File: config.mk
export PLATFORM = sky130hd
export DESIGN_NAME = sdram_port_arbiter
export DESIGN_NICKNAME = d
export VERILOG_FILES = /design/src/rtl/sdram_port_arbiter.sv
export SDC_FILE = /design/constraint.sdc
export NUM_CORES = 1
export LEC_CHECK = 0
export CAP_MARGIN = 5
export CORE_ASPECT_RATIO = 0.5
export CORE_UTILIZATION = 50
export CTS_CLUSTER_DIAMETER = 100
export DETAILED_ROUTE_END_ITERATION = 10
export MAX_ROUTING_LAYER = met4
export PLACE_DENSITY = 0.83
export SYNTH_ARGS = -nofsm -noshare
export SYNTH_HDL_FRONTEND = slang
export SYNTH_SLANG_ARGS = --single-unit
export TNS_END_PERCENT = 5
File: constraint.sdc
create_clock -name iCLK -period 3.1 [get_ports iCLK]
set_input_delay 0.31 -clock iCLK [delete_from_list [all_inputs] [get_ports iCLK]]
set_output_delay 0.31 -clock iCLK [all_outputs]
set_load 0.1 [all_outputs]
File: src/rtl/sdram_port_arbiter.sv
// Round-robin arbiter sharing one SDRAM controller port among host (port 0) and async ports 1-3.
// Latency: grant 1 cycle after request is sampled in IDLE; done/timeout pulses 1 cycle after the deciding BUSY cycle.
// Backpressure: requesters hold iREQ until their oDONE pulse; new requests wait until the arbiter returns to IDLE.
module sdram_port_arbiter #(
    parameter int GUARD_CYCLES = 2,
    parameter int TIMEOUT      = 255,
    parameter bit HOST_PRIO    = 1'b0
) (
    input  logic       iCLK,
    input  logic       iRST_n,
    input  logic [3:0] iREQ,
    input  logic       iSDR_Done,
    output logic [1:0] oSelect,
    output logic [3:0] oGNT,
    output logic [3:0] oDONE,
    output logic       oTimeout,
    output logic       oBusy
);

    typedef enum logic [1:0] {
        ST_IDLE  = 2'd0,
        ST_BUSY  = 2'd1,
        ST_GUARD = 2'd2
    } state_t;

    // Guard counter is loaded with GUARD_CYCLES-1 so GUARD lasts exactly GUARD_CYCLES cycles.
    localparam logic [7:0] GUARD_LAST = 8'(GUARD_CYCLES - 1);
    localparam logic [7:0] TCNT_LAST  = 8'(TIMEOUT - 1);
    localparam bit         TIMEOUT_EN = (TIMEOUT != 0);

    state_t     state_q, state_d;
    logic [1:0] sel_q, sel_d;
    logic [3:0] gnt_q, gnt_d;
    logic [3:0] done_q, done_d;
    logic       tout_q, tout_d;
    logic       busy_q, busy_d;
    logic [1:0] ptr_q, ptr_d;
    logic [7:0] tcnt_q, tcnt_d;
    logic [7:0] gcnt_q, gcnt_d;

    logic [1:0] win;
    logic [1:0] cand;
    logic       found;
    logic       done_ok;

    // Winner search: first requesting port starting at the round-robin pointer; host override when enabled.
    always_comb begin
        win   = ptr_q;
        cand  = '0;
        found = 1'b0;
        for (int i = 0; i < 4; i++) begin
            cand = ptr_q + 2'(i);
            if (!found && iREQ[cand]) begin
                win   = cand;
                found = 1'b1;
            end
        end
        if (HOST_PRIO && iREQ[0]) begin
            win = 2'd0;
        end
    end

    // Next-state and output logic; pulses default low so they last a single cycle.
    always_comb begin
        state_d = state_q;
        sel_d   = sel_q;
        gnt_d   = gnt_q;
        done_d  = '0;
        tout_d  = 1'b0;
        busy_d  = busy_q;
        ptr_d   = ptr_q;
        tcnt_d  = tcnt_q;
        gcnt_d  = gcnt_q;
        // An async port's mux needs one cycle to launch, so a done seen in its first BUSY
        // cycle is stale; port 0 done passes straight through and is honoured at once.
        done_ok = iSDR_Done && !((tcnt_q == 8'd0) && (sel_q != 2'd0));
        case (state_q)
            ST_IDLE: begin
                if (iREQ != 4'b0000) begin
                    sel_d   = win;
                    gnt_d   = 4'b0001 << win;
                    busy_d  = 1'b1;
                    ptr_d   = win + 2'd1;
                    tcnt_d  = 8'd0;
                    state_d = ST_BUSY;
                end
            end
            ST_BUSY: begin
                if (done_ok) begin
                    done_d  = gnt_q;
                    gcnt_d  = GUARD_LAST;
                    state_d = ST_GUARD;
                end else begin
                    // Saturate so a disabled watchdog never wraps back into the first-cycle window.
                    tcnt_d = (tcnt_q == 8'hFF) ? tcnt_q : tcnt_q + 8'd1;
                    if (TIMEOUT_EN && (tcnt_q == TCNT_LAST)) begin
                        tout_d  = 1'b1;
                        done_d  = gnt_q;
                        gcnt_d  = GUARD_LAST;
                        state_d = ST_GUARD;
                    end
                end
            end
            ST_GUARD: begin
                // Select stays put so the mux FSM can finish its tail, then drops to 0 for an IDLE cycle.
                if (gcnt_q == 8'd0) begin
                    sel_d   = 2'd0;
                    gnt_d   = 4'b0000;
                    busy_d  = 1'b0;
                    state_d = ST_IDLE;
                end else begin
                    gcnt_d = gcnt_q - 8'd1;
                end
            end
            default: begin
                state_d = ST_IDLE;
            end
        endcase
    end

    // State and output registers; reset abandons any grant without issuing a done.
    always_ff @(posedge iCLK or negedge iRST_n) begin
        if (!iRST_n) begin
            state_q <= ST_IDLE;
            sel_q   <= 2'd0;
            gnt_q   <= 4'b0000;
            done_q  <= 4'b0000;
            tout_q  <= 1'b0;
            busy_q  <= 1'b0;
            ptr_q   <= 2'd0;
            tcnt_q  <= 8'd0;
            gcnt_q  <= 8'd0;
        end else begin
            state_q <= state_d;
            sel_q   <= sel_d;
            gnt_q   <= gnt_d;
            done_q  <= done_d;
            tout_q  <= tout_d;
            busy_q  <= busy_d;
            ptr_q   <= ptr_d;
            tcnt_q  <= tcnt_d;
            gcnt_q  <= gcnt_d;
        end
    end

    assign oSelect  = sel_q;
    assign oGNT     = gnt_q;
    assign oDONE    = done_q;
    assign oTimeout = tout_q;
    assign oBusy    = busy_q;

endmodule

### Word-level counts from Yosys, hierarchy flattened

Index checks and enable logic that the tools add are counted.

* register bits: 32
* bits of input ports: 7
* output and inout bits: 12
* word-level logic and storage cells: 93

* add/sub/neg operators: 6
* order comparisons: 4
* eq/ne operators: 10
* shifts and indexed selects: 1
* muxes and demuxes: 41
* reduce and logical (&&, ||, !) cells: 22

Operators with widths (count)
* $mux 8: 6
* $pmux 8 s2: 2
* $mux 4: 5
* $eq 8x8->1 const B: 2
* $logic_not 8->1: 2
* $mux 2: 8
* $lt 2x3->1 const B: 4
* $mux 1: 12
* $ne 2x2->1 const B: 5
* $reduce_and 3->1: 3
* $add 8x1->8 const B: 1
* $bmux 1 s2: 4
* $pmux 4 s2: 1
* $reduce_bool 2->1: 4
* $sub 8x1->8 const B: 1
* $pmux 2 s3: 1
* $logic_and 1x1->1: 5
* $add 2x1->2 const B: 2
* $add 2x2->2 const B: 2
* $logic_not 1->1: 4
* $pmux 2 s2: 1
* $reduce_and 4->1: 1
* $reduce_bool 4->1: 1
* $shl 1x2->4 const A: 1
* other kinds (6): 6

### Logic depth before layout (Yosys ltp)

Gate-level depths: netlist of run 1.

* depth in word-level cells: 15
* gate-level depth with buffers: 8
* depth with buffers taken out: 7

### Worst setup path after synthesis of run 1

Ideal clock, no wire load.

* path type: register to register
* start: register tcnt_q[0]
* end: register state_q[1]
* library setup time: 0.127 ns
* data arrival time: 2.143 ns
* required time: 2.973 ns
* path slack: 0.830 ns
* stages on the path, launching flop included: 9
* path buffers: 1
* clock period less this slack: 2.270 ns
* path through: dfrtp_1 inv_1 ha_1 or4b_1 o31ai_1 nand2_1 and2_0 buf_2 or2_2

* longest elaborated chain between the ends: 6
* elaborated cells between the ends (all ways): 9
* classes of those cells: eq/ne (2); mux (2); reduce/logical (5)

RTL lines
* start: declaration: RTL line 38 `logic [7:0] tcnt_q, tcnt_d;`
* start signal: assignment: RTL line 141 `tcnt_q <= tcnt_d;`
* $logic_not 8->1: RTL line 76 `done_ok = iSDR_Done && !((tcnt_q == 8'd0) && (sel_q != 2'd0));`
* $logic_and 1x1->1: RTL line 76
* $logic_not 1->1: RTL line 76
* $logic_and 1x1->1: RTL line 76
* $ne 3x3->1 (no source line) / $mux 2 (equally long branches)
* $reduce_and 3->1 (no source line) / $pmux 2 s3 (equally long branches)
* end signal: assignment: RTL line 134 `state_q <= state_d;`
* end: declaration: RTL line 31 `state_t state_q, state_d;`

Parallel ways exist; a longest one is shown, timed or not.
A chain may end at the register's enable or synchronous reset.

### Worst setup path after layout of run 1

Same ends and word-level chain as after synthesis.

==> results of run 1 <==
==> state kept, by name, indices dropped and copies added, names as in the netlist <==
name,cells
gcnt_q,8
tcnt_q,8
oDONE,4
oGNT,4
oSelect,2
ptr_q,2
state_q,2
oBusy,1
oTimeout,1
==> synthesized netlist by cell type, types with 2 or more instances <==
cell type	number
or4_1	2
or3_2	3
nand4_1	4
a21o_1	5
ha_1	5
o21ai_0	8
nand3_1	5
nor2_1	17
nand2b_1	4
dfrtp_1	32
a31oi_1	2
and3_1	4
nor3_1	4
or2_2	2
xnor2_1	4
or3_1	3
a21oi_1	9
nor2b_1	4
inv_1	6
xor2_1	4
nand2_1	8
o31ai_1	4
a22o_1	2
==> worst max-delay path: stages, from the launching register on <==
cell and delay [ns]:
dfrtp_1 0.42, inv_1 0.13, ha_1 0.16, or4b_1 0.45
o31ai_1 0.39, nand2_1 0.18, and2_0 0.33, or2_2 0.35
==> power by group <==
part,switching (mW),total (mW),internal (mW)
clock,0.151,0.348,0.198
sequential,0.123,0.663,0.540
combinational,0.675,0.985,0.310
total,0.948,2.00,1.05
==> routing by layer <==
metal,GRT usage,vias to the layer above,wire (um)
met4,0.06667,0,40
li1,-,620,-
met3,0.07391,6,125
met1,0.2937,612,1522
met5,-,-,0
met2,0.3636,25,1547
==> path summary, 6_finish.rpt <==
| path | start | end | slack, ns | depth (start not counted) |
|---|---|---|---|---|
| min in group iCLK | oBusy | oBusy | 0.48 | 1 |
| hold reg to reg | oBusy | oBusy | 0.48 | 1 |
| hold / removal | iRST_n | gcnt_q[6] | 0.41 | 2 |
| setup reg to reg | tcnt_q[0] | state_q[1] | 0.57 | 7 |
| max in group asynchronous | iRST_n | oBusy | 2.39 | 2 |
| setup / recovery | tcnt_q[0] | state_q[1] | 0.57 | 7 |
==> cell type report <==
type | instances | share of cell area
sequential | 32 | 0.4172
multi-input combinational | 118 | 0.3931
timing repair buffer | 20 | 0.1017
clock buffer | 7 | 0.05020
tap | 40 | 0.02608
inverter | 6 | 0.01173
==> logic make-up after synthesis <==
family	Yosys count
AO/OA/AOI/OAI	37
adder cells (fa/ha/maj)	5
AND/OR/NAND/NOR	67
multiplexers	1
buffers and inverters	9
XOR/XNOR	8
flip-flops	32
==> impl_metrics.ini, run 1 <==
[clock_tree]
postCtsHoldBufs = 0
clock_latency_ns = 0.28
cts_buffer_depth = 2
clk_pin_slew_ns = 0.07
clkSinkCount = 32
root_buffer = clkbuf_8
h-tree-depth = 2
post-cts-setup-buffers = 0
cts_tree = done
cts_resized = 0
numCtsBuffers = 5

[critical_path]
cp.arrival_ns = 2.69
crit_path_end_kind = flip-flop
crit_fanout = 9
worst-setup-path-type = flip-flop to flip-flop
cp_data_required_time_ns = 3.26
startpoint_type = flip-flop

[sta]
max_freq_mhz = 396.0
setup_viol = 0
rsz0062_at_grt = false
hold_violations = 0
skew_ns = 0.003846
setup_slack_ns = 0.5745
period_needed_ns = 2.526
whs_ns = 0.4146
worst_slew_pin_slew_ns = 0.9719
tns_ns = 0
relSlewSlack = 0.3500
min_period_over_period = 0.8147
drv_slew = 0

[grt]
grt_overflow = 0
grt_pass1_vias = 1263
track_usage = 0.2334
grt_max_degree = 33
grt_pass1_wl_mm = 5.713
antenna_found_initial = 0

[pwr]
fin_total_pwr_mw = 1.995
worst_ir_drop_vdd_v = 0.0006287
p_per_area_nw_per_um2 = 1040
p_leak_nw = 0.8627

[die]
die-height_um = 41.99
core_area_um2 = 3030
die-area_um2 = 3442
row_count = 14
start_util = 0.5277
dieWidth_um = 81.98
pin_count = 19

[synth]
synth-edff-count = 0
synth.yosys.seq_area_share = 0.5008
ys_ff_latch = 32
async_flop_share = 1.000
syn_inst = 159
yosysWarningCount = 0
synth_top_family_by_area = simple AND/OR/NAND/NOR gates
synth_area_leaders = dfrtp_1, nor2_1, ha_1
syn_area_um2 = 1599
synthSimpleGateAreaFrac = 0.2277
synth-main-ff-cell = dfrtp_1
syn_nets = 171
yosys.area.top_type = dfrtp_1
syn_area_per_cell_um2 = 10.06
muxShareOfSynthArea = 0.007042
synth.top_cell.area_share = 0.5008
synth-xor-area-share = 0.04382
synthAdderAreaFrac = 0.03912
synth_compound_area_frac = 0.1541
synthDistinctLibCells = 41

[cells_and_area]
layout_commonest_cell = dfrtp_1
fillers = 239
final_area_um2 = 1919
nets = 195
antennaDiodeCount = 0
most-common-layout-cells = dfrtp_1, clkdlybuf4s50_1, nor2_1, a21oi_1
final_layout_size_suffix_gt1_frac = 0.09290
area.sequential_um2 = 800.8
multi_input_area_um2 = 754.5
post-route-util = 0.6334
syn2layout_area_growth_pct = 20.03
fin_cells = 223

[routing]
drc_errors = 0
vias = 1263
wirelength_mm = 3.236
firstDrtPassIters = 4
drtAntennaViolNets = 0
drt_iter0_drc = 63
vias_per_cell = 5.664
wl_per_cell_um = 14.51

[run_status]
outcome = finished clean

[place]
dpl_worst_slack_ns = 0.5740
port_buffers = 18
place.gp.congestion = 0.8310
dp_cells = 216
detailed_place_hpwl_mm = 2.350
postPlaceCellArea_um2 = 1823

[job]
maxCapViolCount = 0

[worst_hold_path]
hp-class = primary input to async pin
(Power assumes the default switching activity.)
==> run 2: changes to the inputs <==
Clock period 3.1 ns to 2.43 ns, I/O delays scaled along.
==> run 2 against run 1 <==
Net effect: sequential cell count stayed put; global-route usage fell by 0.92 points; die area unchanged; clock power is 25% higher; cell count grew 4.9%; worst setup slack lost 0.43 ns; combinational power increased by 37%; first-iteration DRC count down 6.3%; clock-buffer cell count unchanged; critical path depth stayed put; non-clock buffer count up 11; final area is 2.8% higher; largest cell class unchanged.
==> impl_metrics.ini, run 2 (synthesis results as in run 1) <==
[place]
place.gp.congestion = 0.8352
detailed_place_hpwl_mm = 2.421
port_buffers = 18
dpl_worst_slack_ns = 0.09562
dp_cells = 227

[critical_path]
ff2ff_setup_slack_ns = 0.14
crit_path_end_kind = flip-flop
cp_data_required_time_ns = 2.63
cp.arrival_ns = 2.49
startpoint_type = flip-flop
worst-setup-path-type = flip-flop to flip-flop
crit_fanout = 10

[routing]
drc_errors = 0
vias = 1308
drt_iter0_drc = 59
drtAntennaViolNets = 0
wl_per_cell_um = 14.15
vias_per_cell = 5.590
wirelength_mm = 3.312
firstDrtPassIters = 4

[clock_tree]
root_buffer = clkbuf_8
numCtsBuffers = 5
cts_tree = done
cts_resized = 0
clkSinkCount = 32
post-cts-setup-buffers = 0
clock_latency_ns = 0.28
cts_buffer_depth = 2
clk_pin_slew_ns = 0.07
h-tree-depth = 2
postCtsHoldBufs = 0

[job]
maxCapViolCount = 0

[cells_and_area]
final_layout_size_suffix_gt1_frac = 0.2113
most-common-layout-cells = dfrtp_1, buf_4, nor2_1, a21oi_1
reg_top3 = gcnt_q (8), tcnt_q (8)
layout_commonest_cell = dfrtp_1
antennaDiodeCount = 0
fillers = 241
nets = 206
area.sequential_um2 = 800.8
multi_input_area_um2 = 755.7
fin_cells = 234
syn2layout_area_growth_pct = 23.40

[die]
start_util = 0.5277
die-area_um2 = 3442
row_count = 14
die-height_um = 41.99
dieWidth_um = 81.98
pin_count = 19
core_area_um2 = 3030

[pwr]
internal-power_mw = 1.394
pwr-share-seq = 0.316
p_leak_nw = 0.9364
p_switching_mw = 1.215
switching_share = 0.4656
clockPowerShare = 0.167
pwr-share-comb = 0.517
p_per_area_nw_per_um2 = 1322
worst_ir_drop_vdd_v = 0.0006122

[sta]
skew_ns = 0.01065
period_needed_ns = 2.286
drv_slew = 0
max_freq_mhz = 437.4
setup_slack_ns = 0.1437
worst_slew_pin_slew_ns = 0.5311
relSlewSlack = 0.6368
setup_viol = 0
hold_violations = 0
min_period_over_period = 0.9409
rsz0062_at_grt = false
tns_ns = 0

[grt]
grt_max_degree = 33
grt_overflow = 0
antenna_found_initial = 0
grt_pass1_vias = 1249
grt_pass1_wl_mm = 5.568
track_usage = 0.2242

[run_status]
outcome = finished clean

[worst_hold_path]
hp-class = primary input to async pin
-- run 2: power by group through the flow --
| stage | combinational, mW | clock (mW) | sequential [mW] |
|---|---|---|---|
| global placement | 1.30 | 0 | 0.824 |
| finish | 1.35 | 0.435 | 0.826 |
| global route | 1.46 | 0.468 | 0.850 |
| CTS | 1.35 | 0.444 | 0.822 |
| detailed placement | 1.34 | 0 | 0.832 |
| floorplan | 0.594 | 0 | 1.22 |
-- run 2: layout make-up --
| cell class | instances | share of cell area |
|---|---|---|
| Timing Repair Buffer | 31 | 0.1256 |
| Sequential cell | 32 | 0.4058 |
| Tap cell | 40 | 0.02536 |
| Multi-Input combinational cell | 118 | 0.3830 |
| Clock buffer | 7 | 0.04883 |
| Inverter | 6 | 0.01141 |
-- run 2: worst max-delay path, stage by stage (launching register included) --
cell and delay [ns]:
dfrtp_1 0.38, inv_1 0.07, ha_1 0.13, or4b_1 0.45, o311a_1 0.33, a21o_2 0.25
or3_2 0.45, a21oi_1 0.15
-- run 2: through the flow --
stage / total power, mW / area [um2] / util / hold WS [ns]
after floorplan: 1.810 / 1599 / - / -0.05259
after global placement: 2.119 / 1876 / 0.6189 / 0.4609
after detailed placement: 2.172 / 1876 / 0.6189 / 0.4728
after CTS: 2.615 / 1972 / 0.6507 / 0.3694
after global routing: 2.774 / 1973 / 0.6511 / 0.4112
final: 2.609 / 1973 / 0.6511 / 0.3574
-- run 2: metal layers --
layer,up-vias,wire length [um],track usage
met5,-,0,-
met4,0,0,0.05614
met3,0,115,0.05870
met2,24,1600,0.3405
met1,644,1596,0.3006
li1,640,-,-
-- run 2: path summary, 6_finish.rpt --
path,start,cells after the start,to
setup / recovery,tcnt_q[0],7,tcnt_q[3]
hold / removal,iRST_n,2,gcnt_q[4]
setup reg to reg,tcnt_q[0],7,tcnt_q[3]
hold reg to reg,oBusy,1,oBusy
max in group asynchronous,iRST_n,2,oSelect[0]
min in group iCLK,oBusy,1,oBusy
==> run 3: changes to the inputs <==
Settings changed: SKIP_CTS_REPAIR_TIMING set to 1.
==> results of run 3 <==
No change in the layout: final DEF, timing and power equal those of run 2.
